[src/rtl/calc_mem_arbiter.sv]
// calc_mem_arbiter: round-robin arbiter sharing a write-port/read-port 64-bit SRAM pair between two requesters
// Ports: clk_i/rst_i (async active-low) clock and reset; host_lock_i gives requester 1 exclusive access;
// wvalid_i/waddr_i/wdata_i/wready_o write channel; rvalid_i/raddr_i/rready_o read channel;
// rresp_valid_o/rresp_data_o read responses; write_o/w_addr_o/w_data_o SRAM port 0;
// read_o/r_addr_o/r_data_i SRAM port 1 (data one cycle after read_o).
module calc_mem_arbiter #(
  parameter int ADDR_W = 9,
  parameter int DATA_W = 64
) (
  input  logic                  clk_i,
  input  logic                  rst_i,
  input  logic                  host_lock_i,
  input  logic [1:0]            wvalid_i,
  input  logic [2*ADDR_W-1:0]   waddr_i,
  input  logic [2*DATA_W-1:0]   wdata_i,
  output logic [1:0]            wready_o,
  input  logic [1:0]            rvalid_i,
  input  logic [2*ADDR_W-1:0]   raddr_i,
  output logic [1:0]            rready_o,
  output logic [1:0]            rresp_valid_o,
  output logic [DATA_W-1:0]     rresp_data_o,
  output logic                  write_o,
  output logic [ADDR_W-1:0]     w_addr_o,
  output logic [DATA_W-1:0]     w_data_o,
  output logic                  read_o,
  output logic [ADDR_W-1:0]     r_addr_o,
  input  logic [DATA_W-1:0]     r_data_i
);
  logic              last_w, last_r, rtag_v, rtag_id, hazard;
  logic [1:0]        el_w, el_r, gw, gr;
  logic [ADDR_W-1:0] ra;
  always_comb begin
    el_w = rst_i ? wvalid_i & {1'b1, ~host_lock_i} : 2'b00;
    el_r = rst_i ? rvalid_i & {1'b1, ~host_lock_i} : 2'b00;
    gw = {el_w[1] & (~el_w[0] | ~last_w), el_w[0] & (~el_w[1] | last_w)};
    gr = {el_r[1] & (~el_r[0] | ~last_r), el_r[0] & (~el_r[1] | last_r)};
    w_addr_o = gw[1] ? waddr_i[ADDR_W +: ADDR_W] : gw[0] ? waddr_i[0 +: ADDR_W] : '0;
    w_data_o = gw[1] ? wdata_i[DATA_W +: DATA_W] : gw[0] ? wdata_i[0 +: DATA_W] : '0;
    ra = gr[1] ? raddr_i[ADDR_W +: ADDR_W] : gr[0] ? raddr_i[0 +: ADDR_W] : '0;
    // write-first: a same-address read waits a cycle so it returns the new data
    hazard = (|gw) && (|gr) && (w_addr_o == ra);
    wready_o = gw;
    write_o = |gw;
    rready_o = hazard ? 2'b00 : gr;
    read_o = |rready_o;
    r_addr_o = hazard ? '0 : ra;
  end
  always_ff @(posedge clk_i or negedge rst_i) begin
    if (!rst_i) begin
      last_w  <= 1'b1;
      last_r  <= 1'b1;
      rtag_v  <= 1'b0;
      rtag_id <= 1'b0;
    end else begin
      if (write_o) last_w <= gw[1];
      if (read_o) last_r <= rready_o[1];
      rtag_v  <= read_o;
      rtag_id <= rready_o[1];
    end
  end
  assign rresp_valid_o = {rtag_v & rtag_id, rtag_v & ~rtag_id};
  assign rresp_data_o  = r_data_i;
endmodule

[config.mk]
export PLATFORM = sky130hd
export DESIGN_NAME = calc_mem_arbiter
export DESIGN_NICKNAME = d
export VERILOG_FILES = /design/src/rtl/calc_mem_arbiter.sv
export SDC_FILE = /design/constraint.sdc
export NUM_CORES = 1
export LEC_CHECK = 0
export ABC_AREA = 1
export BUFFER_PORTS_ARGS = -buffer_cell sky130_fd_sc_hd__buf_4
export CAP_MARGIN = 20
export CELL_PAD_IN_SITES_DETAIL_PLACEMENT = 0
export CELL_PAD_IN_SITES_GLOBAL_PLACEMENT = 1
export CORE_AREA = 2 2 152 154
export DETAILED_ROUTE_END_ITERATION = 7
export DIE_AREA = 0 0 154 156
export PLACE_DENSITY_LB_ADDON = 0.1
export SKIP_LAST_GASP = 1
export SYNTH_ARGS = -nofsm -noshare
export SYNTH_HDL_FRONTEND = slang
export SYNTH_SLANG_ARGS = --single-unit
[constraint.sdc]
create_clock -name clk_i -period 5.24 [get_ports clk_i]
set_clock_uncertainty 0.1 [all_clocks]
set_input_delay 0.262 -clock clk_i [delete_from_list [all_inputs] [get_ports clk_i]]
set_output_delay 0.262 -clock clk_i [all_outputs]
set_load 0.1 [all_outputs]
==> results of run 1 <==
-- final cells by class --
type	count	area share, %
timing repair buffer	263	49.2
multi-input combinational	235	34.7
tap	285	8.87
sequential	4	2.55
inverter	26	2.55
clock buffer	4	1.96
antenna	3	0.187
-- registers in the layout (all words and copies together) (netlist names) --
| name | count |
|---|---|
| last_r | 1 |
| last_w | 1 |
| rtag_id | 1 |
| rtag_v | 1 |
-- how the worst min path moves through the flow --
stage          cells past startpoint  slack (ns)  endpoint
3_3_place_gp                       1        0.04    rtag_v
3_5_place_dp                       1        0.05    rtag_v
4_1_cts                            2        0.35    rtag_v
6_report                           2        0.34   rtag_id
2_1_floorplan                      0       -0.13   rtag_id
5_1_grt                            2        0.37   rtag_id
-- power groups by stage --
stage | Clock [W] | Sequential [W] | Combinational (W)
2_1_floorplan | 0 | 0.0000425 | 0.000698
3_3_place_gp | 0 | 0.0000432 | 0.000684
3_5_place_dp | 0 | 0.0000435 | 0.000682
4_1_cts | 0.000129 | 0.0000431 | 0.000684
5_1_grt | 0.000132 | 0.0000435 | 0.000708
6_report | 0.000125 | 0.0000431 | 0.000675
-- critical path, delay by kind of cell --
family,cells,cell delay (ns)
buffers and inverters,6,2.43
AO/OA/AOI/OAI,1,0.20
AND/OR/NAND/NOR,2,0.32
-- metal layers --
metal  GRT usage (%)  up-vias  part of all wire [%]
li1                -     1509                     -
met1            15.8     1376                    43
met2            17.5      181                    43
met3            6.44       34                    12
met4            1.51        8                   1.2
met5               0        -                  0.32
-- cell usage after synthesis --
| cell | instances |
|---|---|
| nand2_4 | 2 |
| inv_2 | 1 |
| nand2_2 | 6 |
| nor2_2 | 1 |
| o21bai_2 | 1 |
| inv_1 | 24 |
| clkbuf_1 | 7 |
| buf_4 | 66 |
| a22o_1 | 64 |
| buf_6 | 3 |
| buf_2 | 8 |
| nor2_1 | 15 |
| nand2_1 | 91 |
| a21oi_1 | 3 |
| dfrtp_1 | 2 |
| nand4_1 | 8 |
| o21ai_0 | 2 |
| buf_1 | 1 |
| clkinv_4 | 1 |
| dfstp_2 | 2 |
| nor2_4 | 1 |
| nand3_4 | 1 |
| o21ai_1 | 1 |
| nand3_2 | 2 |
| nand4_4 | 1 |
| nand3b_1 | 7 |
| nand3_1 | 29 |
-- kinds of logic after synthesis --
group           after synthesis  synth area share (%)
compound gates               71                  27.5
buf+inv                     111                  32.1
flops                         4                  4.69
simple gates                164                  35.7
-- metrics by stage --
stage | util, % | power, W | cells
finish | 18.0 | 0.000843 | 820
global placement | 17.5 | 0.000727 | 812
floorplan | - | 0.000740 | 350
CTS | 17.9 | 0.000855 | 817
global route | 17.9 | 0.000884 | 817
detailed placement | 17.5 | 0.000725 | 812
-- placed cells by master, fill, tap and decap left out, types with 6 or more instances in the layout --
cell type  instances
a22o_1            64
buf_4            262
inv_1             23
nand2_1           91
nand2_2            6
nand3_1           29
nand3b_1           7
nand4_1            8
nor2_1            15
==> flow_metrics.env, run 1 <==
export IMPL_regArea_sq_um=103
export IMPL_p_int_w=0.000327
export IMPL_startpoint="rst_i"
export IMPL_multi_input_area_sq_mm=0.00140
export IMPL_fmax_ghz=0.276
export IMPL_p_sw_w=0.000516
export IMPL_grt_max_degree=53
export IMPL_final_setup_worst_slack_ns=1.62
export IMPL_final_hold_violation_count=0
export IMPL_synth_seq_cells=4
export IMPL_comb_power_share_pct=80.1
export IMPL_path_max_fanout=52
export IMPL_cts_tree="built"
export IMPL_place_congestion=0.760
export IMPL_crit_path_end_kind="primary output"
export IMPL_cts_buffers=3
export IMPL_via_per_inst=3.79
export IMPL_ant_nets=0
export IMPL_nFillCells=2572
export IMPL_insertion_delay_ns=0.22
export IMPL_dp_hpwl_mm=13.8
export IMPL_core_area_sq_mm=0.0224
export IMPL_worstReg2RegStart="last_w"
export IMPL_synth_area_leader_cell="a22o_1"
export IMPL_cp_endpoint="w_data_o[61]"
export IMPL_ff2ff_path_depth=10
export IMPL_syn_nets=585
export IMPL_dp_slack_ns=1.95
export IMPL_layout_drive_gt1_share_pct=53.8
export IMPL_reg2reg_slack_ns=3.05
export IMPL_fin_setup_tns_ns=0
export IMPL_grt_use_total_pct=12.0
export IMPL_cts_root_buf="clkbuf_16"
export IMPL_vias=3108
export IMPL_dpl_cell_area_sq_mm=0.00392
export IMPL_ys_types=27
export IMPL_seq_power_share_pct=5.1
export IMPL_worst_path_max_delay_cell="inv_2"
export IMPL_design_area_sq_mm=0.00402
export IMPL_setup_violations=0
export IMPL_p_clk_share_pct=14.8
export IMPL_synth_seq_area_share_pct=4.69
export IMPL_area_growth_pct=83.7
export IMPL_path_cells="dlygate4sd3_1 > buf_4 > nand2_1 > inv_2 > nand2_2 > inv_2 > buf_4 > a22o_1 > buf_4"
export IMPL_dr_pass1_iters=6
export IMPL_clock_sinks=4
export IMPL_period_share_pct=69.1
export IMPL_pwr_density_cell_mw_per_mm2=210
export IMPL_yosysWarnings=0
export IMPL_netlist_instances=350
export IMPL_syn_avg_cell_area_sq_um=6.25
export IMPL_die_w_microns=154
export IMPL_synth_area_sq_mm=0.00219
export IMPL_critPathRequiredTime_ns=4.88
export IMPL_final_nets=768
export IMPL_grt_pass1_vias=3126
export IMPL_wire_per_inst_microns=19.2
export IMPL_synth_top_area_share_pct=25.6
export IMPL_dieArea_sq_mm=0.0240
export IMPL_ctsResizeCount=0
export IMPL_relSlewSlack_pct=34.8
export IMPL_cts_hold_buf=1
export IMPL_cp_common_cell="buf_4"
export IMPL_hp_class="input port to asynchronous set/reset pin"
export IMPL_max_stage_delay_ns=0.72
export IMPL_routed_wl_mm=15.8
export IMPL_status="finished clean"
export IMPL_start_util_pct=9.78
export IMPL_post_cts_buffers=0
export IMPL_synth_area_top_cells="a22o_1 (26%), buf_4 (23%), nand2_1 (16%), nand3_1 (6.6%), inv_1 (4.1%)"
export IMPL_antenna_found_initial=7
export IMPL_overflow=0
export IMPL_ios=389
export IMPL_swShare_pct=61.2
export IMPL_path_class="input port to primary output"
export IMPL_layout_min_cycle_time_ns=3.62
export IMPL_max_clock_path_buffers=2
export IMPL_cp_arrival_ns=3.26
export IMPL_grt_pass1_wl_mm=21.3
export IMPL_r2r_end="rtag_id"
export IMPL_htree_levels=1
export IMPL_path_clk_slew_ns=0.03
export IMPL_ir_worst_vdd_mv=0.161
export IMPL_leakage_nw=2.21
export IMPL_slew_viol_final=0
export IMPL_die_y_microns=156
export IMPL_drt_iter0_drc=114
export IMPL_rows=55
export IMPL_rsz0062_at_grt="false"
export IMPL_holdWs_ns=0.343
export IMPL_drc=0
export IMPL_tightest_slew_ns=0.978
export IMPL_start_kind="input port"
export IMPL_max_cap_violations=0
export IMPL_port_buffer_count=260
Note: power is estimated with default switching activity, not from simulation.
==> run 2: changes to the inputs <==
--- a/config.mk
+++ b/config.mk
@@ -5,14 +5,14 @@
 export SDC_FILE = /design/constraint.sdc
 export NUM_CORES = 1
 export LEC_CHECK = 0
-export ABC_AREA = 1
+export ABC_AREA = 0
 export BUFFER_PORTS_ARGS = -buffer_cell sky130_fd_sc_hd__buf_4
 export CAP_MARGIN = 20
 export CELL_PAD_IN_SITES_DETAIL_PLACEMENT = 0
 export CELL_PAD_IN_SITES_GLOBAL_PLACEMENT = 1
-export CORE_AREA = 2 2 152 154
+export CORE_AREA = 2 2 149 151
 export DETAILED_ROUTE_END_ITERATION = 7
-export DIE_AREA = 0 0 154 156
+export DIE_AREA = 0 0 151 153
 export PLACE_DENSITY_LB_ADDON = 0.1
 export SKIP_LAST_GASP = 1
 export SYNTH_ARGS = -nofsm -noshare
==> constraint.sdc (replaced) <==
create_clock -name clk_i -period 3.37 [get_ports clk_i]
set_clock_uncertainty 0.1 [all_clocks]
set_input_delay 0.1685 -clock clk_i [delete_from_list [all_inputs] [get_ports clk_i]]
set_output_delay 0.1685 -clock clk_i [all_outputs]
set_load 0.1 [all_outputs]
==> run 2 against run 1 <==
Hold slack got worse by 0.19 ns. Critical endpoint is now read_o. Count of clock-buffer cells in the layout unchanged. Utilization shrank 0.80 points. Final cell count decreased by 16%. Sequential share of layout area grew 0.23 points. Combinational power rose by 41%. Global-route usage decreased by 2.7 points. Flip-flop and latch count unchanged. Non-clock buffer count is 2 higher. First-iteration DRC count fell by 50%. Critical path depth grew 1.
==> flow_metrics.env, run 2 <==
export IMPL_design_area_sq_mm=0.00369
export IMPL_antenna_found_initial=1
export IMPL_grt_use_total_pct=9.26
export IMPL_hp_class="input port to flip-flop"
export IMPL_ir_worst_vdd_mv=0.140
export IMPL_die_w_microns=151
export IMPL_core_area_sq_mm=0.0215
export IMPL_timing_critical_path_buf_inv=3
export IMPL_crit_family="compound AO/OA/AOI/OAI gates"
export IMPL_path_max_fanout=11
export IMPL_ant_nets=0
export IMPL_area_growth_pct=103
export IMPL_yosys_area_share_xor_xnor_pct=4.33
export IMPL_netlist_instances=223
export IMPL_fin_cells=690
export IMPL_wire_per_inst_microns=16.8
export IMPL_grt_pass1_wl_mm=16.3
export IMPL_rows=54
export IMPL_synth_edf_count=0
export IMPL_grt_max_degree=37
export IMPL_insertion_delay_ns=0.22
export IMPL_synth_area_leader_cell="a22o_1"
export IMPL_antenna_cells=0
export IMPL_syn_avg_cell_area_sq_um=8.17
export IMPL_start_util_pct=8.48
export IMPL_synth_area_top_cells="a22o_1 (34%), buf_4 (27%), xnor2_1 (3.8%), a22oi_4 (3.5%), nor2_2 (3.4%)"
export IMPL_die_y_microns=153
export IMPL_post_cts_buffers=0
export IMPL_synth_area_sq_mm=0.00182
export IMPL_place_congestion=0.742
export IMPL_dr_pass1_iters=5
export IMPL_final_common_cell="buf_4"
export IMPL_syn_nets=458
export IMPL_synth_compound_area_share_pct=45.1
export IMPL_synth_common_cells="a22o_1 (70), buf_4 (65), clkbuf_1 (11)"
export IMPL_synthFlopType="dfstp_2"
export IMPL_cp_common_cell="buf_4"
export IMPL_ys_types=37
export IMPL_via_per_inst=3.60
export IMPL_clock_sinks=4
export IMPL_synth_seq_area_share_pct=5.63
export IMPL_max_cap_violations=0
export IMPL_worstHoldStart="rvalid_i[1]"
export IMPL_rsz0062_at_grt="false"
export IMPL_cts_buffers=3
export IMPL_path_clk_slew_ns=0.03
export IMPL_max_stage_delay_ns=0.53
export IMPL_max_clock_path_buffers=2
export IMPL_final_core_util_pct=17.2
export IMPL_crit_path_end_kind="primary output"
export IMPL_status="finished clean"
export IMPL_layout_min_cycle_time_ns=2.97
export IMPL_worst_path_max_delay_cell="dlygate4sd3_1"
export IMPL_routed_wl_mm=11.6
export IMPL_yosys_area_share_simple_pct=12.4
export IMPL_slew_viol_final=0
export IMPL_critPathRequiredTime_ns=3.10
export IMPL_start_kind="input port"
export IMPL_tightest_slew_ns=0.425
export IMPL_synth_top_family_by_area="compound AO/OA/AOI/OAI gates"
export IMPL_grt_pass1_vias=2673
export IMPL_worstReg2RegStart="last_w"
export IMPL_synthArstFlopShare_pct=100
export IMPL_vias=2483
export IMPL_dpl_cell_area_sq_mm=0.00360
export IMPL_synth_most_common_cell="a22o_1"
export IMPL_htree_levels=1
export IMPL_setup_violations=0
export IMPL_final_hold_violation_count=0
export IMPL_ios=389
export IMPL_drc=0
export IMPL_dp_cells=685
export IMPL_pwr_density_cell_mw_per_mm2=326
export IMPL_cts_tree="built"
export IMPL_path_class="input port to primary output"
export IMPL_cp_arrival_ns=2.70
export IMPL_holdPathStages=2
export IMPL_startpoint="rst_i"
export IMPL_final_cell_mix="buf_4 (264), a22o_1 (70), nor2_2 (9), xnor2_1 (8), a22oi_1 (5)"
export IMPL_path_cells="dlygate4sd3_1 > buf_4 > nand3b_1 > a21oi_4 > a22o_2 > xnor2_1 > nor4_1 > a31oi_1 > o21a_1 > buf_4"
export IMPL_yosysWarnings=0
export IMPL_synth_seq_cells=4
export IMPL_leakage_nw=1.87
export IMPL_fmax_ghz=0.337
export IMPL_ff2ff_path_depth=7
export IMPL_overflow=0
export IMPL_dieArea_sq_mm=0.0231
export IMPL_synth_top_area_share_pct=33.7
export IMPL_crit_cells=10
export IMPL_period_share_pct=88.0
export IMPL_port_buffer_count=260
export IMPL_dp_hpwl_mm=10.0
export IMPL_fin_setup_tns_ns=0
export IMPL_muxShareOfSynthArea_pct=0
export IMPL_final_nets=646
export IMPL_drt_iter0_drc=57
export IMPL_synthAdderAreaFrac_pct=0
export IMPL_cts_root_buf="clkbuf_16"
export IMPL_layout_drive_gt1_share_pct=71.7
export IMPL_relSlewSlack_pct=71.7
==> run 2: cell count changes in the layout (fill, tap and decap cells not counted), moves of 5 or more <==
cell and delta:
nand2_2 -6, nand4_1 -8, a22oi_1 +5, xnor2_1 +8
nand3_1 -29, nand2_1 -88, nor2_1 -11, nand3b_1 -6
nor2_2 +8, a22o_1 +6, inv_1 -19
==> run 2: through the flow <==
stage / hold WS, ns / power [W] / setup WS, ns
2_1_floorplan: -0.227 / 0.00107 / 0.00109
3_3_place_gp: -0.105 / 0.00102 / 0.810
3_5_place_dp: -0.106 / 0.00102 / 0.760
4_1_cts: 0.154 / 0.00122 / 0.342
5_1_grt: 0.170 / 0.00125 / 0.150
6_report: 0.157 / 0.00120 / 0.404
==> run 2: cell families (layout without fill, tap and decap cells) <==
family,count (synthesis),count (layout)
compound gates,91,91
buf+inv,86,273
simple gates,33,33
xor+xnor,9,9
flops,4,4
==> run 2: layout make-up <==
cell class | instances | area, sq um
tap | 280 | 350
clock buffer | 4 | 78.8
sequential | 4 | 103
inverter | 4 | 15.0
multi-input combinational | 133 | 1150
timing repair buffer | 265 | 1990
fill | 2471 | 17800
==> run 2: layer usage <==
layer,global-route usage [%],part of all wire (%),vias up
met2,16.5,51,173
met4,1.38,1.2,2
met5,0,0.11,-
met3,4.75,12,22
li1,-,-,1149
met1,9.92,36,1137
==> run 2: final timing paths <==
path | endpoint | slack [ns]
worst max-delay path | read_o | 0.40
worst min-delay path | rtag_v | 0.16
worst max register to register | rtag_v | 1.09
worst min register to register | last_r | 0.41
max in group asynchronous | last_w | 2.75
min in group asynchronous | rtag_id | 0.21
==> run 2: timing repair <==
action / CTS / global route
hold endpoints to repair: 4 / 0
gates resized for setup: 0 / 0
setup endpoints to repair: 0 / 0
hold buffers: 1 / 0
==> run 2: power by group <==
part / internal [W] / total [W] / switching (W) / leakage [nW]
registers: 0.0000565 / 0.0000592 / 0.00000273 / 0.0468
logic: 0.000286 / 0.000952 / 0.000665 / 1.79
clock network: 0.000157 / 0.000193 / 0.0000362 / 0.0382
total: 0.000499 / 0.00120 / 0.000704 / 1.87
==> run 2: worst register-to-register path, cell delays in order (launching register included) <==
cell	delay (ns)
dfstp_2	0.51
inv_1	0.07
a21oi_4	0.37
a22o_2	0.24
xnor2_1	0.10
nor4_1	0.40
a31oi_1	0.20
o21a_1	0.17
==> run 3: changes to the inputs <==
==> constraint.sdc (replaced) <==
create_clock -name clk_i -period 3.37 [get_ports clk_i]
set_clock_uncertainty 0.1 [all_clocks]
set_input_delay 0 -clock clk_i [delete_from_list [all_inputs] [get_ports clk_i]]
set_output_delay 0 -clock clk_i [all_outputs]
set_load 0.1 [all_outputs]
==> run 3 against run 2 <==
Count of clock-buffer cells in the layout did not move. Non-clock buffer count increased by 65. Global-route usage up 0.57 points. Via count increased by 9.9%. Flip-flop and latch count unchanged. Cell area grew 18%. Utilization rose by 3.0 points. Setup slack better by 0.063 ns. Sequential share of layout area fell by 0.42 points. Wire length increased by 9.2%. Die area did not move. Power is 30% higher. Critical path type unchanged. Largest cell class unchanged. Largest power group unchanged. Highest routed layer unchanged.
==> flow_metrics.env, run 3 (same netlist as run 2, synthesis figures left out) <==
export IMPL_status="finished clean"
export IMPL_multi_input_area_sq_mm=0.00115
export IMPL_drc=0
export IMPL_period_share_pct=86.1
export IMPL_final_common_cell="buf_4"
export IMPL_fmax_ghz=0.345
export IMPL_wire_per_inst_microns=16.8
export IMPL_via_per_inst=3.62
export IMPL_layout_drive_gt1_share_pct=61.9
export IMPL_swShare_pct=65.0
export IMPL_p_clk_share_pct=12.4
export IMPL_antenna_cells=0
export IMPL_htree_levels=1
export IMPL_dp_cells=685
export IMPL_comb_power_share_pct=83.9
export IMPL_start_util_pct=8.48
export IMPL_vias=2730
export IMPL_power_w=0.00157
export IMPL_fin_cells=755
export IMPL_nFillCells=2475
export IMPL_max_cap_violations=0
export IMPL_antenna_found_initial=1
export IMPL_grt_max_degree=41
export IMPL_ir_worst_vdd_mv=0.159
export IMPL_start_kind="input port"
export IMPL_p_sw_w=0.00102
export IMPL_place_congestion=0.755
export IMPL_relSlewSlack_pct=31.8
export IMPL_regArea_sq_um=103
export IMPL_die_w_microns=151
export IMPL_dp_hpwl_mm=10.2
export IMPL_rows=54
export IMPL_routed_wl_mm=12.7
export IMPL_max_clock_path_buffers=2
export IMPL_area_growth_pct=138
export IMPL_grt_use_total_pct=9.83
export IMPL_hp_class="input port to asynchronous set/reset pin"
export IMPL_slew_viol_final=0
export IMPL_rsz0062_at_grt="false"
export IMPL_tightest_slew_ns=1.02
export IMPL_grt_pass1_wl_mm=17.6
export IMPL_ios=389
export IMPL_leakage_nw=2.14
export IMPL_path_clk_slew_ns=0.03
export IMPL_fin_setup_tns_ns=0
export IMPL_crit_path_end_kind="primary output"
export IMPL_dr_pass1_iters=4
export IMPL_setup_violations=0
export IMPL_cts_tree="built"
export IMPL_path_class="input port to primary output"
export IMPL_final_cell_mix="buf_4 (264), a22o_1 (70), dlygate4sd3_1 (66), nor2_2 (9), xnor2_1 (8)"
export IMPL_cp_arrival_ns=2.80
export IMPL_seq_power_share_pct=3.8
export IMPL_cts_root_buf="clkbuf_16"
export IMPL_design_area_sq_mm=0.00434
export IMPL_dieArea_sq_mm=0.0231
export IMPL_clock_sinks=4
export IMPL_ctsResizeCount=0
export IMPL_cts_buffers=3
export IMPL_overflow=0
export IMPL_path_max_fanout=22
export IMPL_critPathRequiredTime_ns=3.27
export IMPL_grt_pass1_vias=2806
export IMPL_pwr_density_cell_mw_per_mm2=362
export IMPL_die_y_microns=153
export IMPL_holdWs_ns=0.0397
export IMPL_drt_iter0_drc=77
export IMPL_layout_min_cycle_time_ns=2.90
export IMPL_port_buffer_count=260
export IMPL_final_hold_violation_count=0
export IMPL_dpl_cell_area_sq_mm=0.00360
export IMPL_core_area_sq_mm=0.0215
export IMPL_final_nets=711
export IMPL_insertion_delay_ns=0.23
export IMPL_ant_nets=0
export IMPL_p_int_w=0.000550
==> run 3: cell count changes in the layout (fill, tap and decap cells not counted) <==
cell and change:
dlygate4sd3_1 +65
==> run 3: cell type report <==
cell class              count  share of cell area (%)
multi-input cells         133                    26.5
repair buffers            330                    60.9
clock buffers               4                    1.82
inverters                   4                   0.346
flip-flops and latches      4                    2.36
well taps                 280                    8.07
==> run 3: power by group through the flow <==
stage | combinational, W | clock [W] | sequential, W
6_report | 0.00132 | 0.000194 | 0.0000592
5_1_grt | 0.00136 | 0.000200 | 0.0000598
4_1_cts | 0.00132 | 0.000197 | 0.0000594
3_5_place_dp | 0.000959 | 0 | 0.0000596
3_3_place_gp | 0.000963 | 0 | 0.0000593
2_1_floorplan | 0.00101 | 0 | 0.0000588
==> run 3: final timing paths <==
path / start / end / slack [ns] / depth (start not counted)
worst max-delay path: rst_i / read_o / 0.47 / 10
min in group clk_i: wvalid_i[1] / last_w / 0.05 / 3
worst max register to register: last_w / rtag_v / 0.85 / 7
worst min register to register: last_r / last_r / 0.40 / 1
max in group asynchronous: rst_i / last_w / 2.91 / 2
worst min-delay path: rst_i / rtag_v / 0.04 / 2
==> run 3: critical path, stage by stage <==
cell	delay, ns
dlygate4sd3_1	0.52
buf_4	0.18
nand3b_1	0.14
a21oi_4	0.55
a22oi_1	0.21
xor2_1	0.28
nor4_1	0.10
a31oi_1	0.30
o21a_1	0.20
buf_4	0.29
==> run 3: timing repair <==
item                      CTS  global route
hold endpoints to repair   70             0
buffers inserted            0             0
hold buffers               66             0
==> run 3: layer usage <==
| layer | GRT usage (%) | vias to the layer above | wire length [microns] |
|---|---|---|---|
| li1 | - | 1285 | - |
| met1 | 11.4 | 1277 | 4730 |
| met2 | 18.3 | 158 | 6700 |
| met3 | 3.01 | 8 | 1130 |
| met4 | 0.757 | 2 | 77 |
| met5 | 0 | - | 13 |
==> run 3: metrics by stage <==
step,setup slack (ns),util [%]
after CTS,0.332,20.2
final,0.468,20.2
after global routing,0.161,20.2
after floorplan,0.00109,-
after detailed placement,0.642,16.8
after global placement,0.714,16.8
